$ cat src/rtl/bus_defs.vh
// Shared bus dimensions used by the bus drivers and by bus_reader.
`ifndef BUS_DEFS_VH
`define BUS_DEFS_VH

`define BUS_WIDTH      8
`define BUS_FIFO_DEPTH 4

`endif

$ cat src/rtl/bus_reader_pkg.sv
// Common definitions for the bus receive FIFO: default sizing taken from
// the shared bus defines, plus the per-cycle FIFO action decode.
`include "bus_defs.vh"

package bus_reader_pkg;

    localparam int BUS_WIDTH_DEF = `BUS_WIDTH;
    localparam int BUS_DEPTH_DEF = `BUS_FIFO_DEPTH;

    // What the FIFO does on a given clock edge.
    typedef enum logic [1:0] {
        ACT_IDLE = 2'b00,
        ACT_PUSH = 2'b01,
        ACT_POP  = 2'b10,
        ACT_BOTH = 2'b11
    } fifo_act_e;

    // Decode the edge action. A full FIFO still accepts a load when the
    // head word leaves in the same cycle, so the freed slot is reused.
    function automatic fifo_act_e fifo_action(input logic load,
                                              input logic full,
                                              input logic valid,
                                              input logic ready);
        logic pop;
        logic push;
        pop  = valid & ready;
        push = load & (~full | pop);
        return fifo_act_e'({pop, push});
    endfunction

endpackage

$ cat src/rtl/bus_reader_mem.sv
// DEPTH x WIDTH register array: one synchronous write port, one
// asynchronous read port. Contents are not reset.
module bus_reader_mem #(
    parameter int WIDTH = 8,
    parameter int DEPTH = 4,
    parameter int AW    = $clog2(DEPTH)
) (
    input  logic             clk,
    input  logic             we,
    input  logic [AW-1:0]    waddr,
    input  logic [WIDTH-1:0] wdata,
    input  logic [AW-1:0]    raddr,
    output logic [WIDTH-1:0] rdata
);

    logic [WIDTH-1:0] mem [DEPTH];

    // Write the addressed entry when enabled.
    always_ff @(posedge clk) begin
        if (we) begin
            mem[waddr] <= wdata;
        end
    end

    assign rdata = mem[raddr];

endmodule

$ cat src/rtl/bus_reader.sv
// Receive end of the shared data bus. Words strobed by bus_load are
// captured into a small first-word-fall-through FIFO and handed to the
// consumer through a valid/ready handshake. Words arriving while full
// (with no simultaneous pop) are dropped and flagged in a sticky overflow.
module bus_reader
    import bus_reader_pkg::*;
#(
    parameter int WIDTH = BUS_WIDTH_DEF,
    parameter int DEPTH = BUS_DEPTH_DEF,
    parameter int CW    = $clog2(DEPTH + 1)
) (
    input  logic             clk,
    input  logic             rst,
    input  logic [WIDTH-1:0] bus_data,
    input  logic             bus_load,
    output logic             bus_busy,
    output logic [WIDTH-1:0] out_data,
    output logic             out_valid,
    input  logic             out_ready,
    output logic [CW-1:0]    count,
    output logic             overflow,
    input  logic             clr_ovf
);

    localparam int            PW      = $clog2(DEPTH);
    localparam logic [CW-1:0] DEPTH_C = CW'(DEPTH);

    logic [PW-1:0]    wr_ptr;
    logic [PW-1:0]    rd_ptr;
    logic [CW-1:0]    count_q;
    logic             overflow_q;
    logic             full;
    logic             push;
    logic             pop;
    logic             drop;
    logic [WIDTH-1:0] head_word;
    fifo_act_e        act;

    // Status is derived from registered count only, so bus_busy never
    // depends combinationally on out_ready.
    always_comb begin
        full      = (count_q == DEPTH_C);
        out_valid = (count_q != '0);
        act       = fifo_action(bus_load, full, out_valid, out_ready);
        push      = act[0];
        pop       = act[1];
        drop      = bus_load & ~push;
    end

    // Pointer, occupancy and sticky-overflow state; reset wins over all inputs.
    always_ff @(posedge clk) begin
        if (rst) begin
            wr_ptr     <= '0;
            rd_ptr     <= '0;
            count_q    <= '0;
            overflow_q <= 1'b0;
        end else begin
            if (push) begin
                wr_ptr <= wr_ptr + 1'b1;
            end
            if (pop) begin
                rd_ptr <= rd_ptr + 1'b1;
            end
            case (act)
                ACT_PUSH: count_q <= count_q + 1'b1;
                ACT_POP:  count_q <= count_q - 1'b1;
                default:  count_q <= count_q;
            endcase
            if (drop) begin
                overflow_q <= 1'b1;
            end else if (clr_ovf) begin
                overflow_q <= 1'b0;
            end
        end
    end

    bus_reader_mem #(
        .WIDTH (WIDTH),
        .DEPTH (DEPTH),
        .AW    (PW)
    ) u_mem (
        .clk   (clk),
        .we    (push & ~rst),
        .waddr (wr_ptr),
        .wdata (bus_data),
        .raddr (rd_ptr),
        .rdata (head_word)
    );

    assign out_data = out_valid ? head_word : '0;
    assign bus_busy = full;
    assign count    = count_q;
    assign overflow = overflow_q;

endmodule

$ cat config.mk
export PLATFORM = sky130hd
export DESIGN_NAME = bus_reader
export DESIGN_NICKNAME = d
export VERILOG_FILES = /design/src/rtl/bus_reader_pkg.sv /design/src/rtl/bus_reader_mem.sv /design/src/rtl/bus_reader.sv
export VERILOG_INCLUDE_DIRS = /design/src /design/src/rtl
export SDC_FILE = /design/constraint.sdc
export NUM_CORES = 1
export LEC_CHECK = 0
export ABC_AREA = 1
export BUFFER_PORTS_ARGS = -buffer_cell sky130_fd_sc_hd__buf_2
export CAP_MARGIN = 40
export CELL_PAD_IN_SITES_DETAIL_PLACEMENT = 2
export CELL_PAD_IN_SITES_GLOBAL_PLACEMENT = 2
export CORE_MARGIN = 1
export CORE_UTILIZATION = 36
export CTS_CLUSTER_SIZE = 30
export DETAILED_ROUTE_END_ITERATION = 10
export HOLD_SLACK_MARGIN = 0.02
export PLACE_DENSITY = 0.76
export SLEW_MARGIN = 20
export SYNTH_ARGS = -nofsm -noshare
export SYNTH_HDL_FRONTEND = slang
export SYNTH_SLANG_ARGS = --single-unit
$ cat constraint.sdc
create_clock -name clk -period 1.6 [get_ports clk]
set_input_delay 0.24 -clock clk [delete_from_list [all_inputs] [get_ports clk]]
set_output_delay 0.24 -clock clk [all_outputs]
set_load 0.005 [all_outputs]
# ---- Word level (Yosys, flattened, before mapping)
# Memories as Yosys holds them, arrays and structs flattened. A register that Yosys moved wholly into a read port is not among the register bits.
# Cells that the tools add are included.
dict set report op_classes {
  addsub 4
  eq_ne 3
  mux 8
  bitwise_logic 8
  reduce_logical 3
}
# op n
set ops {}
lappend ops {{2-to-1 mux 8 bit} 1}
lappend ops {{case mux 3 bit (2 select lines)} 1}
lappend ops {{adder 2 x 1 -> 2 bit (second input constant)} 2}
lappend ops {{AND 1 bit} 4}
lappend ops {{2-to-1 mux 1 bit} 4}
lappend ops {{2-to-1 mux 2 bit} 2}
lappend ops {{nonzero test 2 bit} 2}
lappend ops {{adder 3 x 1 -> 3 bit (second input constant)} 1}
lappend ops {{== test 3 bit (second input constant)} 1}
lappend ops {{inverter 1 bit} 3}
lappend ops {{nonzero test 3 bit} 1}
lappend ops {{subtractor 3 x 1 -> 3 bit (second input constant)} 1}
lappend ops {{== test 2 x 1 -> 1 bit (second input constant)} 1}
lappend ops {{== test 2 bit (second input constant)} 1}
lappend ops {{OR 1 bit} 1}
dict set report totals {
  reg_bits 8
  ram_bits 32
  inputBits 13
  output_inout_bits 14
  word_cells 31
  mem_count 1
}
# name depth word_bits rd rd_clocked_by_memory_dff write_ports line_no
set mem_list {}
lappend mem_list {u_mem.mem 4 8 1 1 1 bus_reader_mem.sv:16} ;# logic [WIDTH-1:0] mem [DEPTH];

# ---- Longest topological paths before layout
# Gate-level depths: netlist (run 1).
dict set report depth {
  depth_word 7
  mapped_depth 11
  mapped_depth_nobuf 11
}

# ---- By module
# Synthesis (run 1) repeated with hierarchy kept, for this count alone.
dict set report hier_totals {
  cells_unflattened 215
  hier_area_um2 1916.8
}
# mod instances cells_each area_each_um2 seq_area_each_um2
set by_module_without_submodules {}
lappend by_module_without_submodules {bus_reader_mem 1 133 1387.6 960.9}
lappend by_module_without_submodules {bus_reader 1 82 529.3 160.2}

# ---- Worst setup path after synthesis (run 1)
# Ideal clock, no wire load.
dict set report synth_path {
  path_type {flip-flop to flip-flop}
  startpoint {register count_q[1], in the netlist count[1]}
  endpoint {memory u_mem.mem[0][0], enable pin}
  setup_time_ns 0.371
  arrival_ns 1.193
  required_time_ns 1.229
  path_slack_ns 0.036
  path_stages_with_launch 7
  path_buffers 0
  synth_period_minus_slack_ns 1.564
  path_cell_list {dfxtp_1 nor2_4 nand2_2 clkinv_2 nand2_2 nand3_1 nor2_1}
}
dict set report synth_between {
  elab_chain_len 7
  word_cells_on_any_way 9
  cone_classes {eq/ne (1); mux (2); bitwise (5); reduce/logical (1)}
}
# element line_no
set synth_lines {}
lappend synth_lines {{from (decl)} bus_reader.sv:30} ;# logic [CW-1:0] count_q;
lappend synth_lines {{from (signal assigned)} bus_reader.sv:65} ;# ACT_PUSH: count_q <= count_q + 1'b1;
lappend synth_lines {{from (signal assigned)} bus_reader.sv:66} ;# ACT_POP: count_q <= count_q - 1'b1;
lappend synth_lines {{from (signal assigned)} bus_reader.sv:67} ;# default: count_q <= count_q;
lappend synth_lines {{== test 3 bit} bus_reader.sv:42} ;# full = (count_q == DEPTH_C);
lappend synth_lines {{via bus_busy} bus_reader.sv:16} ;# output logic bus_busy,
lappend synth_lines {{inverter 1 bit} bus_reader_pkg.sv:27} ;# push = load & (~full | pop);
lappend synth_lines {{OR 1 bit} bus_reader_pkg.sv:27}
lappend synth_lines {{AND 1 bit} bus_reader_pkg.sv:27}
lappend synth_lines {{AND 1 bit} bus_reader.sv:83} ;# .we (push & ~rst),
lappend synth_lines {{2-to-1 mux 1 bit} bus_reader_mem.sv:20} ;# if (we) begin
lappend synth_lines {{2-to-1 mux 1 bit (implied by the code)} bus_reader_mem.sv:21} ;# mem[waddr] <= wdata;
lappend synth_lines {{to (decl)} bus_reader_mem.sv:16}
# The timed path passes the listed nets, and every way through them passes these cells.

# ---- Worst setup path after layout (run 1)
dict set report layout_path {
  startpoint {register count_q[2], in the netlist count[2]}
  endpoint {output out_data[7]}
}
dict set report layout_between {
  elab_chain_len 2
}
# element line_no
set layout_lines {}
lappend layout_lines {{nonzero test 3 bit} bus_reader.sv:43} ;# out_valid = (count_q != '0);
lappend layout_lines {{2-to-1 mux 8 bit} bus_reader.sv:90} ;# assign out_data = out_valid ? head_word : '0;
lappend layout_lines {{to (decl)} bus_reader.sv:17} ;# output logic [WIDTH-1:0] out_data,
# No other way between the ends.

==> results of run 1 <==
Yosys cell counts:
cell type,instances
edfxtp_1,32
dfxtp_1,10
clkinv_2,1
xor2_1,1
inv_4,1
nand3_2,1
buf_4,2
nand3_1,5
nand2_1,6
buf_2,1
ha_1,4
nand2_4,3
fa_1,1
o21ai_0,14
nor2_4,1
nand4_1,1
clkbuf_2,1
inv_1,14
o21ai_1,5
a21oi_1,17
inv_2,3
nor2_1,39
nand2_2,3
nand4_2,1
a21boi_1,1
power groups by stage:
stage	Clock (mW)	Combinational (mW)	Sequential (mW)
final	0.699	0.767	1.30
after global routing	0.773	0.850	1.31
after CTS	0.717	0.772	1.30
after detailed placement	0	0.714	1.33
after global placement	0	0.657	1.32
after floorplan	0	0.424	1.30
routing by layer:
| layer | up-vias | track usage (%) |
|---|---|---|
| li1 | 647 | - |
| met1 | 700 | 20.6 |
| met2 | 20 | 39.9 |
| met3 | 7 | 4.14 |
| met4 | 0 | 7.19 |
| met5 | - | 0 |
repair_timing:
item / in CTS / in global routing
setup buffers: 2 / 0
pin swaps: 2 / 0
endpoints found under the setup margin: 17 / 18
gates resized for setup: 11 / 4
how the worst max path moves through the flow:
stage	startpoint	to	slack (ns)	cells after the start
floorplan	count[1]	u_mem.mem[0][0]	0.04	6
global placement	count[1]	count[2]	0.05	10
detailed placement	count[1]	count[2]	-0.06	10
CTS	count[2]	out_data[0]	-0.03	5
global route	flip-flop	out_data[1]	-0.13	5
finish	count[2]	out_data[7]	-0.01	5
critical path, stage by stage, from the launching register on:
cell,delay [ns]
dfxtp_2,0.36
inv_2,0.06
nand2_4,0.10
clkinvlp_4,0.22
a21oi_1,0.20
buf_2,0.14
kinds of logic (layout without fill, tap and decap cells):
kind of cell	after synthesis	in the layout	synth area share (%)
compound gates	37	37	10.3
xor+xnor	1	1	0.483
fa+ha+maj	5	5	3.86
buf+inv	23	65	5.52
flops	42	42	64.0
simple gates	60	60	15.8
flip-flops by register name (all words and copies together), names as in the netlist, named ones only:
register / flops
count: 3
overflow: 1
rd_ptr: 2
u_mem.mem: 32
wr_ptr: 2
through the flow:
step	area [sq um]	setup slack, ns	util [%]	setup TNS, ns
floorplan	1810	0.0359	-	0
global placement	2080	0.0529	43.4	0
detailed placement	2080	-0.0633	43.4	-0.167
CTS	2210	-0.0324	46.2	-0.153
global route	2230	-0.135	46.5	-0.888
finish	2230	-0.0140	46.5	-0.0250
cell type report:
cell class,count,share of cell area (%)
flip-flops and latches,42,52.5
multi-input cells,103,25.6
repair buffers,38,10.4
clock buffers,7,3.88
well taps,67,3.77
inverters,19,3.65
clock inverters,1,0.225
==> results summary, run 1 <==
The run finished, with violations left. The checks that failed: setup timing. For flop-to-flop paths, the worst setup slack is 0.01 ns. The ratio of total power to cell area came out at ~1200 nW/um^2. The pre-antenna-repair detailed-routing pass consisted of 2 iterations.

The worst register-to-register path ends at count[2]. Summed over all nets, wire length on met2 after detailed routing comes to 2.81 mm. In the routed layout, each cell is associated on average with a via count of 4.96. The critical path launch point type is a flip-flop.

The smallest setup slack after layout is -0.0140 ns. VDD sags by at most between 500 and 600 uV. In the post-synthesis netlist, the biggest area contributors are edfxtp_1 53%, dfxtp_1 11%, nor2_1 8.1%. The clock slew at the register clock pins of the worst setup and hold paths is 0.08 ns.

The power share of the combinational group came out at 27.7%. The violation count after the first detailed-route iteration is 54. The maximum achievable frequency is 0.620 GHz. The source of the worst register-to-register timing path is count[2].

The number of buffers created by CTS came out at 5. In the layout the commonest cells are 38 x nor2_1, 32 x edfxtp_1, 26 x buf_2, 15 x a21oi_1, 14 x o21ai_0. Counting flops and latches in the post-synthesis netlist gives 42. In this run the clock root is driven by a clkbuf_8. The number of distinct library cells after synthesis came out at 25. In this run, post-CTS hold repair placed 0 buffers. TritonCTS built the clock tree. The share of the synthesized area in the top cell type is 53.0%. The max-slew violation total from the final report came out at 0. The area inside the core boundary came out at ~4800 sq um.

The global router's overall resource usage came out at 20.2%. The die outline width is roughly 73 um. Routability-driven placement finished with a final weighted congestion of about 0.77. The initial standard-cell utilization of the core came out at 37.9%.

The summed instance area of the synthesized netlist is 1810 sq um. Entering global routing, the biggest net connects 17 pins. The repair_antennas step left the layout with diodes totalling 0. The clock network fraction of total power is about a quarter. Across the run, the number of max-cap violations was 0. In this run the most critical hold path is launched from rst. The total via count in the routed design came out at 1374.

The post-layout minimum cycle time came out at ~1.6 ns. Dividing the detail-routed wire length by the instance count gives about 17 um. The count of pins on the block boundary is 27. The post-route DRC violation count came out at 0.

The data arrival time of the worst path is 1.37 ns. The source-to-sink clock delay at the later pin of the worst-skew pair is 0.29 ns. The multi-input combinational cells in the finished layout cover a total of about 570 sq um. In the final layout, the share of cells above drive strength 1 is 32.9%. The global-route congestion overflow total is 0. Counting cells, the worst reg-to-reg path comes to 11. After synthesis, flip-flops and latches occupy a little under two thirds of the total area. The aggregate routed wire length is 4.82 mm. The maximum net fanout on the critical path came out at 8. The routed wire length on met3 came out at between 90 and 100 um. The count of placed standard cells in the final layout, fillers left out came out at 277.

The tightest min-delay check is of the in2reg type. Setup repair after global routing could not meet its margin everywhere. Power comes to roughly 2.8 mW. The critical path data required time is ~1.4 ns. The hold slack is 0.151 ns.

The count of synthesis-stage warnings from yosys is 0. The fraction of the cycle the final worst path needs came out at 101%. The mean cell area of the mapped netlist is 10.8 sq um. The library cell used most frequently in the layout, excluding fill and tap cells, is nor2_1. The wire length of the first global-routing pass came out at 7.60 mm. The die covers 5330 sq um. The area added between synthesis and finish is 22.7%.

The headroom to the max-slew limit is 77.1%. The total of fill cells in the finished design is 518. The post-layout net count came out at 227. The number of nets still failing antenna checks after routing came out at 0. In this run the static leakage power is 0.905 nW.

STA classifies the critical path endpoint as an output pin. The count of H-tree levels built during CTS came out at 2. Measured along the y axis, the die boundary spans 73.0 um. The number of stages on the worst hold path came out at 2. The synthesized design spends more area on one cell type than any other, namely edfxtp_1.

The switching power total came out at 0.870 mW. On the final layout, the worst clock skew is 0.00815 ns. In this run the tool buffered the top-level ports with 26 buffer cells. The placed instance count came out at 267. The register area came out at about 1200 sq um. The cell count after synthesis came out at around 170.

Counting every net in the synthesized netlist gives 186. The final number of hold-violating endpoints came out at 0. The initialized floorplan defines 25 standard-cell rows. The sink count of the clock tree is 42. The number of antenna violations at the first check in global routing came out at 0. The routed metal-1 wirelength is 1.84 mm. The worst setup path is of the reg2out kind. The final setup violation count is 4. The transition time at the pin with the least slew margin came out at around 0.34 ns. The detailed router used layers up to and including met4.

The number of buffers on the longest clock path came out at 2. The internal portion of the total power is 1.90 mW. The half-perimeter wire length after detailed placement came out at 3.60 mm. The register share of total power is 47.0%.

Net switching is 31.4% of the power. The via count of the first global-routing pass was 1503.
Power figures use the tool's default switching activity.
==> run 2: changes to the inputs <==
--- a/config.mk
+++ b/config.mk
@@ -17,6 +17,7 @@
 export DETAILED_ROUTE_END_ITERATION = 10
 export HOLD_SLACK_MARGIN = 0.02
 export PLACE_DENSITY = 0.76
+export SKIP_CTS_REPAIR_TIMING = 1
 export SLEW_MARGIN = 20
 export SYNTH_ARGS = -nofsm -noshare
 export SYNTH_HDL_FRONTEND = slang
==> results summary, run 2 (synthesis results as in run 1) <==
The flow ran to the end, but the final reports show violations. The checks that failed: setup timing. The number of cell rows came out at 25 (unchanged). The final number of hold-violating endpoints came out at 0 (unchanged). The number of inserted diodes came to 0 (unchanged). The ratio of total power to cell area is 1240 nW/um^2 (-0.14%). The violation count after the first detailed-route iteration came out at 34 (-37%). The count of buffers inserted at the top-level ports came out at 26 (unchanged). The largest register by flop count is u_mem.mem. The initial standard-cell utilization of the core is 37.9% (unchanged). The worst clock skew came out at 0.00556 ns (-0.00260 ns). The worst setup path is captured at an output pin. The global router's overall resource usage is 20.0% (-0.25 points). The static leakage power came out at 0.961 nW (+6.2%). The worst supply voltage drop on vdd came out at 674 uV (+17%). The min-delay analysis places its worst path in the category in2reg. The number of buffers on the longest clock path was 2 (unchanged). The die span in y came to 73.0 um (unchanged). The aggregate routed wire length is 5.30 mm (+10%).

The overall power after layout is 2.98 mW (+7.7%). The maximum net fanout on the critical path came out at 7 (-1). The final setup violation count came to 3 (-1). The post-route DRC violation count came out at 0 (unchanged). The register area is 1170 sq um (+0.54%). The count of H-tree levels built during CTS is 2 (unchanged). The fraction of the cycle the final worst path needs was 102% (+1.1 points). The source-to-sink clock delay at the later pin of the worst-skew pair came to 0.29 ns (about the same). The post-layout minimum cycle time is 1.63 ns (+0.0178 ns).

The wire length of the first global-routing pass came to 7.49 mm (-1.4%). The worst slack at placement was -0.0633 ns (unchanged). The worst register-to-register path ends at count[1]. The area of the die is 5330 sq um (unchanged). Setup repair after global routing could not meet its margin everywhere. The critical path is of the reg2out type. The max-slew violation total from the final report came out at 0 (unchanged).

The smallest setup slack after layout is -0.0318 ns (-0.0178 ns). The headroom to the max-slew limit came to 82.5% (+5.4 points). The reg-to-reg setup timing slack came out at 0.03 ns (+0.02 ns). The via count of the first global-routing pass came to 1477 (-1.7%). The count of pins on the block boundary came out at 27 (unchanged). In this run the worst setup path terminates at out_data[7].

The total of max-cap violations is 0 (unchanged). The number of nets still failing antenna checks after routing was 0 (unchanged). The area inside the core boundary came out at 4790 sq um (unchanged). The combined area of the multi-input logic cells came out at 658 sq um (+16%). The proportion of layout cells with a drive suffix above 1 was 44.0% (+11 points).

The post-layout net count came out at 235 (+3.5%). Leaving out fill and tap cells, the most frequent cells in the layout are 32 x nor2_1, 32 x edfxtp_1, 26 x buf_2, 16 x buf_4. The number of buffers created by CTS is 5 (unchanged). The maximum number of pins on one net before global-route repair came out at 17 (unchanged). The number of antenna violations at the first check in global routing came out at 0 (unchanged). In this run the critical register-to-register path is launched from count[1]. STA classifies the critical path startpoint as a flip-flop.

The global-route congestion overflow total came out at 0 (unchanged). The worst reg2reg path depth came out at 8 (-3). The half-perimeter wire length after detailed placement is 3.60 mm (unchanged). The library cell used as clock root buffer is clkbuf_8. The TritonCTS clock tree is yes.

The detail-routed via count per cell is 4.95 (-0.19%). The weighted congestion at the end of routability-driven global placement is 0.765 (unchanged). The wire length per cell is 18.6 um (+6.9%). The total via count in the routed design came out at 1411 (+2.7%). The clock slew at the register clock pins of the worst setup and hold paths was 0.08 ns (about the same). The total of fill cells in the finished design is 500 (-3.5%).

The first-pass iteration count of the detailed router is 4 (+2). The critical path data required time was 1.36 ns (about the same). The flip-flop count of the largest register after layout came out at 32 (unchanged). The hold slack is 0.148 ns (-0.00317 ns). The post-route setup TNS came out at -0.0685 ns (-0.0435 ns). The die outline width came out at 73.0 um (unchanged). The data arrival time of the worst path came out at 1.39 ns (+0.02 ns).

The transition time at the pin with the least slew margin is 0.260 ns (-0.0833 ns). The maximum achievable frequency was 0.613 GHz (-1.1%). The area added between synthesis and finish is 32.3%. The sink count of the clock tree came out at 42 (unchanged).
## run 2: changes by cell type in the layout (fill, tap and decap cells not counted), moves of 5 or more
cell | before | now
o21ai_0 | 14 | 5
buf_4 | 9 | 16
nor2_1 | 38 | 32
o21ai_1 | 5 | 11
a21oi_1 | 15 | 10
a21oi_2 | 2 | 7
nor2_4 | 1 | 6
## run 2: layout make-up
cell class	count	share of cell area (%)
Sequential cell	42	49.0
Clock buffer	7	3.60
Clock inverter	1	0.209
Inverter	19	3.65
Timing Repair Buffer	46	12.7
Tap cell	67	3.49
Multi-Input combinational cell	103	27.4
## run 2: how the worst min path moves through the flow
stage / cells past startpoint / end / slack (ns) / start
2_1_floorplan: 1 / flip-flop / 0.31 / rst
3_3_place_gp: 2 / rd_ptr[1] / 0.44 / rst
3_5_place_dp: 2 / overflow / 0.46 / rst
4_1_cts: 2 / overflow / 0.14 / rst
5_1_grt: 2 / flip-flop / 0.15 / rst
6_report: 2 / flip-flop / 0.15 / rst
## run 2: where the power goes
group	internal, mW	total, mW	switching [mW]	leakage (nW)
logic	0.401	0.956	0.555	0.537
registers	1.25	1.32	0.0667	0.376
clock network	0.348	0.707	0.359	0.0482
total	2.00	2.98	0.981	0.961
## run 2: layer usage
layer  GRT usage (%)  wire, um
met2            39.0      3080
met5               0         0
met1            20.7      2050
met4            7.19        57
met3            4.14       109
## run 2: critical path: stages (launching register included)
cell and delay (ns):
dfxtp_4 0.39, buf_4 0.14, nor2_1 0.21, nor2_4 0.06, o21ai_1 0.10, a21oi_2 0.08, buf_2 0.13
## run 2: stage by stage
stage	cell area (sq um)	utilization [%]	cells
finish	2400	50.1	285
global route	2400	50.1	285
CTS	2170	45.3	275
detailed placement	2080	43.4	267
global placement	2080	43.4	267
floorplan	1810	-	168
==> run 3: changes to the inputs <==
--- a/config.mk
+++ b/config.mk
@@ -12,7 +12,7 @@
 export CELL_PAD_IN_SITES_DETAIL_PLACEMENT = 2
 export CELL_PAD_IN_SITES_GLOBAL_PLACEMENT = 2
 export CORE_MARGIN = 1
-export CORE_UTILIZATION = 36
+export CORE_UTILIZATION = 34
 export CTS_CLUSTER_SIZE = 30
 export DETAILED_ROUTE_END_ITERATION = 10
 export HOLD_SLACK_MARGIN = 0.02
@@ -21,4 +21,5 @@
 export SLEW_MARGIN = 20
 export SYNTH_ARGS = -nofsm -noshare
 export SYNTH_HDL_FRONTEND = slang
+export SYNTH_HIERARCHICAL = 1
 export SYNTH_SLANG_ARGS = --single-unit
==> results summary, run 3 <==
The proportion of layout cells with a drive suffix above 1 was 28.6% (-15 points). The number of stages on the worst hold path came out at 2 (unchanged). The number of antenna violations at the first check in global routing came out at 0 (unchanged). The classification of the worst-slack hold path is in2reg. The violation count after the first detailed-route iteration came out at 49 (+44%). The global router's overall resource usage was 17.2% (-2.8 points). The headroom to the max-slew limit is 76.8% (-5.7 points). The max-slew violation total from the final report is 0 (unchanged). The reg-to-reg setup timing slack is -0.09 ns (-0.12 ns). The source of the worst register-to-register timing path is count[0]. The hold slack came to 0.154 ns (+0.00599 ns). The number of flops mapped to enable cells by yosys came to 32 (unchanged). For this run, the leading register cell type out of synthesis is edfxtp_1.

The post-layout minimum cycle time is 1.69 ns (+0.0561 ns). The power share of the combinational group is 27.0% (-5.1 points). The count of placed standard cells in the final layout, fillers left out came out at 332 (+16%). In the layout the commonest cells are 54 x inv_1, 50 x nand2_1, 32 x edfxtp_1, 26 x buf_2, 20 x nand3_1.

The source-to-sink clock delay at the later pin of the worst-skew pair is 0.30 ns (about the same). The library cell used as clock root buffer is clkbuf_8. The maximum number of pins on one net before global-route repair is 17 (unchanged). The clock network fraction of total power came to 29.1% (+5.4 points). The die span in y came out at 77.1 um (+5.6%). The checks that failed: setup timing. The combined area of the multi-input logic cells is 546 sq um (-17%).

The clock slew at the register clock pins of the worst setup and hold paths came to 0.09 ns (about the same). The register area was 1130 sq um (-3.6%). The fraction of power spent switching nets came out at 30.2% (-2.7 points). The maximum net fanout on the critical path is 4 (-3). The flow ran to the end, but the final reports show violations. The largest register by flop count is u_mem/mem. The half-perimeter wire length after detailed placement came out at 3.47 mm (-3.5%).

The summed instance area of the synthesized netlist is 1920 sq um (+5.7%). TritonCTS built the clock tree. The count of buffers inserted at the top-level ports came out at 26 (unchanged). The cell-internal power came out at 1.94 mW (-2.8%).

The transition time at the pin with the least slew margin was 0.348 ns (+0.0884 ns). The ratio of total power to cell area is 1180 nW/um^2 (-5.4%). The final setup violation count came out at 9 (+6). The count of H-tree levels built during CTS is 2 (unchanged). In this run the most critical hold path is launched from rst. The count of synthesis-stage warnings from yosys is 6 (+6). The static leakage power came to 1.17 nW (+21%). The aggregate routed wire length came out at 4.96 mm (-6.3%).

The maximum achievable frequency is 0.592 GHz (-3.3%). In this run the critical register-to-register path is captured at count[2]. The placed instance count came out at 317 (+19%).

The fraction of synthesis flops using an asynchronous set or reset pin is 0% (unchanged). The die outline width is 77.1 um (+5.6%). The critical path launch point type is a flip-flop. The placed standard-cell area is 2170 sq um (+4.6%). The post-route DRC violation count came out at 0 (unchanged). The net count after synthesis is 229 (+23%). The share of the core filled with cells came to 44.9% (-5.2 points).

The fraction of the cycle the final worst path needs is 105% (+3.5 points). The switching power total is 0.840 mW (-14%). The sequential area share after synthesis was 58.5% (-5.5 points). The flip-flop count of the largest register after layout is 32 (unchanged). The number of inserted diodes is 0 (unchanged). The register bit total from synthesis was 40 (-4.8%). The initial standard-cell utilization of the core is 36.4% (-1.5 points). The final number of hold-violating endpoints came out at 0 (unchanged).

The total via count in the routed design came out at 1494 (+5.9%). The most repeated cell in the gate-level netlist after synthesis is inv_1. The weighted congestion at the end of routability-driven global placement is 0.721 (-5.8%). The detail-routed via count per cell came out at 4.50 (-9.1%). The critical path in this run is classified as reg2reg. The register share of total power is 44.0% (-0.2 points). The number of buffers on the longest clock path is 2 (unchanged).

Yosys attributes the largest share of cell area to edfxtp_1 50%, inv_1 11%, nand2_1 9.8%. Setup repair after global routing could not meet its margin everywhere. By count the netlist is led by 57 x inv_1, 50 x nand2_1, 32 x edfxtp_1. The cell count after synthesis came out at 215 (+28%).

Compared with the post-synthesis result, the final layout area differs by 23.6%. The worst clock skew came out at 0.0146 ns (+0.00902 ns). The worst supply voltage drop on vdd came out at 662 uV (-1.8%). The library cell used most frequently in the layout, excluding fill and tap cells, is inv_1. The wire length per cell is 14.9 um (-20%). The worst reg2reg path depth came out at 10 (+2). The global-route congestion overflow total came to 0 (unchanged).

The area of the die is 5940 sq um (+12%). The smallest setup slack after layout came out at -0.0879 ns (-0.0561 ns). The total of max-cap violations is 0 (unchanged). The share of the synthesized area in the top cell type came out at 50.1% (-2.8 points). STA classifies the critical path endpoint as a flip-flop.

The total of fill cells in the finished design is 612 (+22%). The number of distinct library cells after synthesis came out at 23 (-8.0%). The via count of the first global-routing pass came out at 1610 (+9.0%). The data arrival time of the worst path came to 1.87 ns (+0.48 ns). The critical path data required time came out at 1.78 ns (+0.42 ns). The area inside the core boundary is 5270 sq um (+10%). The post-layout net count was 275 (+17%).

The synthesized design spends more area on one cell type than any other, namely edfxtp_1. The post-route cell area is 2370 sq um (-1.3%). The sink count of the clock tree is 40 (-4.8%). The worst hold path terminates at rd_ptr[1]. The number of cell rows came out at 26 (+4.0%). The number of buffers created by CTS came to 5 (unchanged). The mean cell area of the mapped netlist came out at 8.92 sq um (-17%).

The count of pins on the block boundary was 27 (unchanged). The first-pass iteration count of the detailed router came out at 4 (unchanged). The number of nets still failing antenna checks after routing is 0 (unchanged). The wire length of the first global-routing pass came out at 7.72 mm (+3.1%).
==> run 3: changes by cell type after synthesis, sizes merged, moves of 12 or more <==
cell / change
nand2: +41
nor2: -20
o21ai: -17
inv: +44
a21oi: -12
nand3: +15
==> run 3: logic make-up (layout without fill, tap and decap cells) <==
group           count (synthesis)  count (layout)  share of synthesized area, %
buf+inv                        66             113                          14.1
xor+xnor                        1               1                         0.457
flops                          40              40                          58.5
compound gates                  7               7                          2.02
fa+ha+maj                       1               1                          1.04
simple gates                  100             100                          23.9
==> run 3: power by group through the flow <==
stage / combinational [mW] / sequential (mW) / clock (mW)
after floorplan: 0.412 / 1.23 / 0
after global placement: 0.642 / 1.23 / 0
after detailed placement: 0.663 / 1.24 / 0
after CTS: 0.677 / 1.22 / 0.831
after global routing: 0.839 / 1.23 / 0.878
final: 0.751 / 1.22 / 0.809
==> run 3: routing by layer <==
layer | routed length [um] | vias to the layer above | GRT usage [%]
met1 | 2020 | 729 | 18.6
met5 | 0 | - | 0
met3 | 98 | 5 | 3.57
met4 | 61 | 0 | 5.09
met2 | 2780 | 17 | 33.2
li1 | - | 743 | -
==> run 3: area by class of cell <==
type                    count  share of cell area (%)
inverters                  62                    10.1
well taps                  70                    3.70
flip-flops and latches     40                    47.8
repair buffers             43                    10.9
clock inverters             3                    1.58
clock buffers               5                    2.91
multi-input cells         109                    23.0
==> run 3: stage by stage <==
step | setup TNS [ns] | worst slack [ns] | power (mW)
floorplan | -4.71 | -0.147 | 1.64
global placement | 0 | 0.0250 | 1.88
detailed placement | -0.0785 | -0.0785 | 1.90
CTS | -0.928 | -0.174 | 2.72
global route | -1.78 | -0.175 | 2.95
finish | -0.267 | -0.0879 | 2.78
==> run 3: worst max-delay path, cell delays in order (launching register included) <==
cell and delay, ns:
dfxtp_4 0.37, nor2_4 0.05, nand2_4 0.08, nand2_4 0.06, nor2_4 0.14, inv_2 0.07, fa_2 0.39, inv_2 0.09
nand4_4 0.08, a21oi_2 0.17, nor2_1 0.05
==> run 3: how the worst max path moves through the flow <==
stage / startpoint / endpoint / slack, ns / cells past startpoint
2_1_floorplan: count[0] / u_mem/mem[0][0] / -0.15 / 6
3_3_place_gp: count[0] / count[2] / 0.02 / 10
3_5_place_dp: count[0] / count[2] / -0.08 / 10
4_1_cts: count[0] / count[2] / -0.17 / 10
5_1_grt: count[0] / count[2] / -0.18 / 10
6_report: count[0] / count[2] / -0.09 / 10
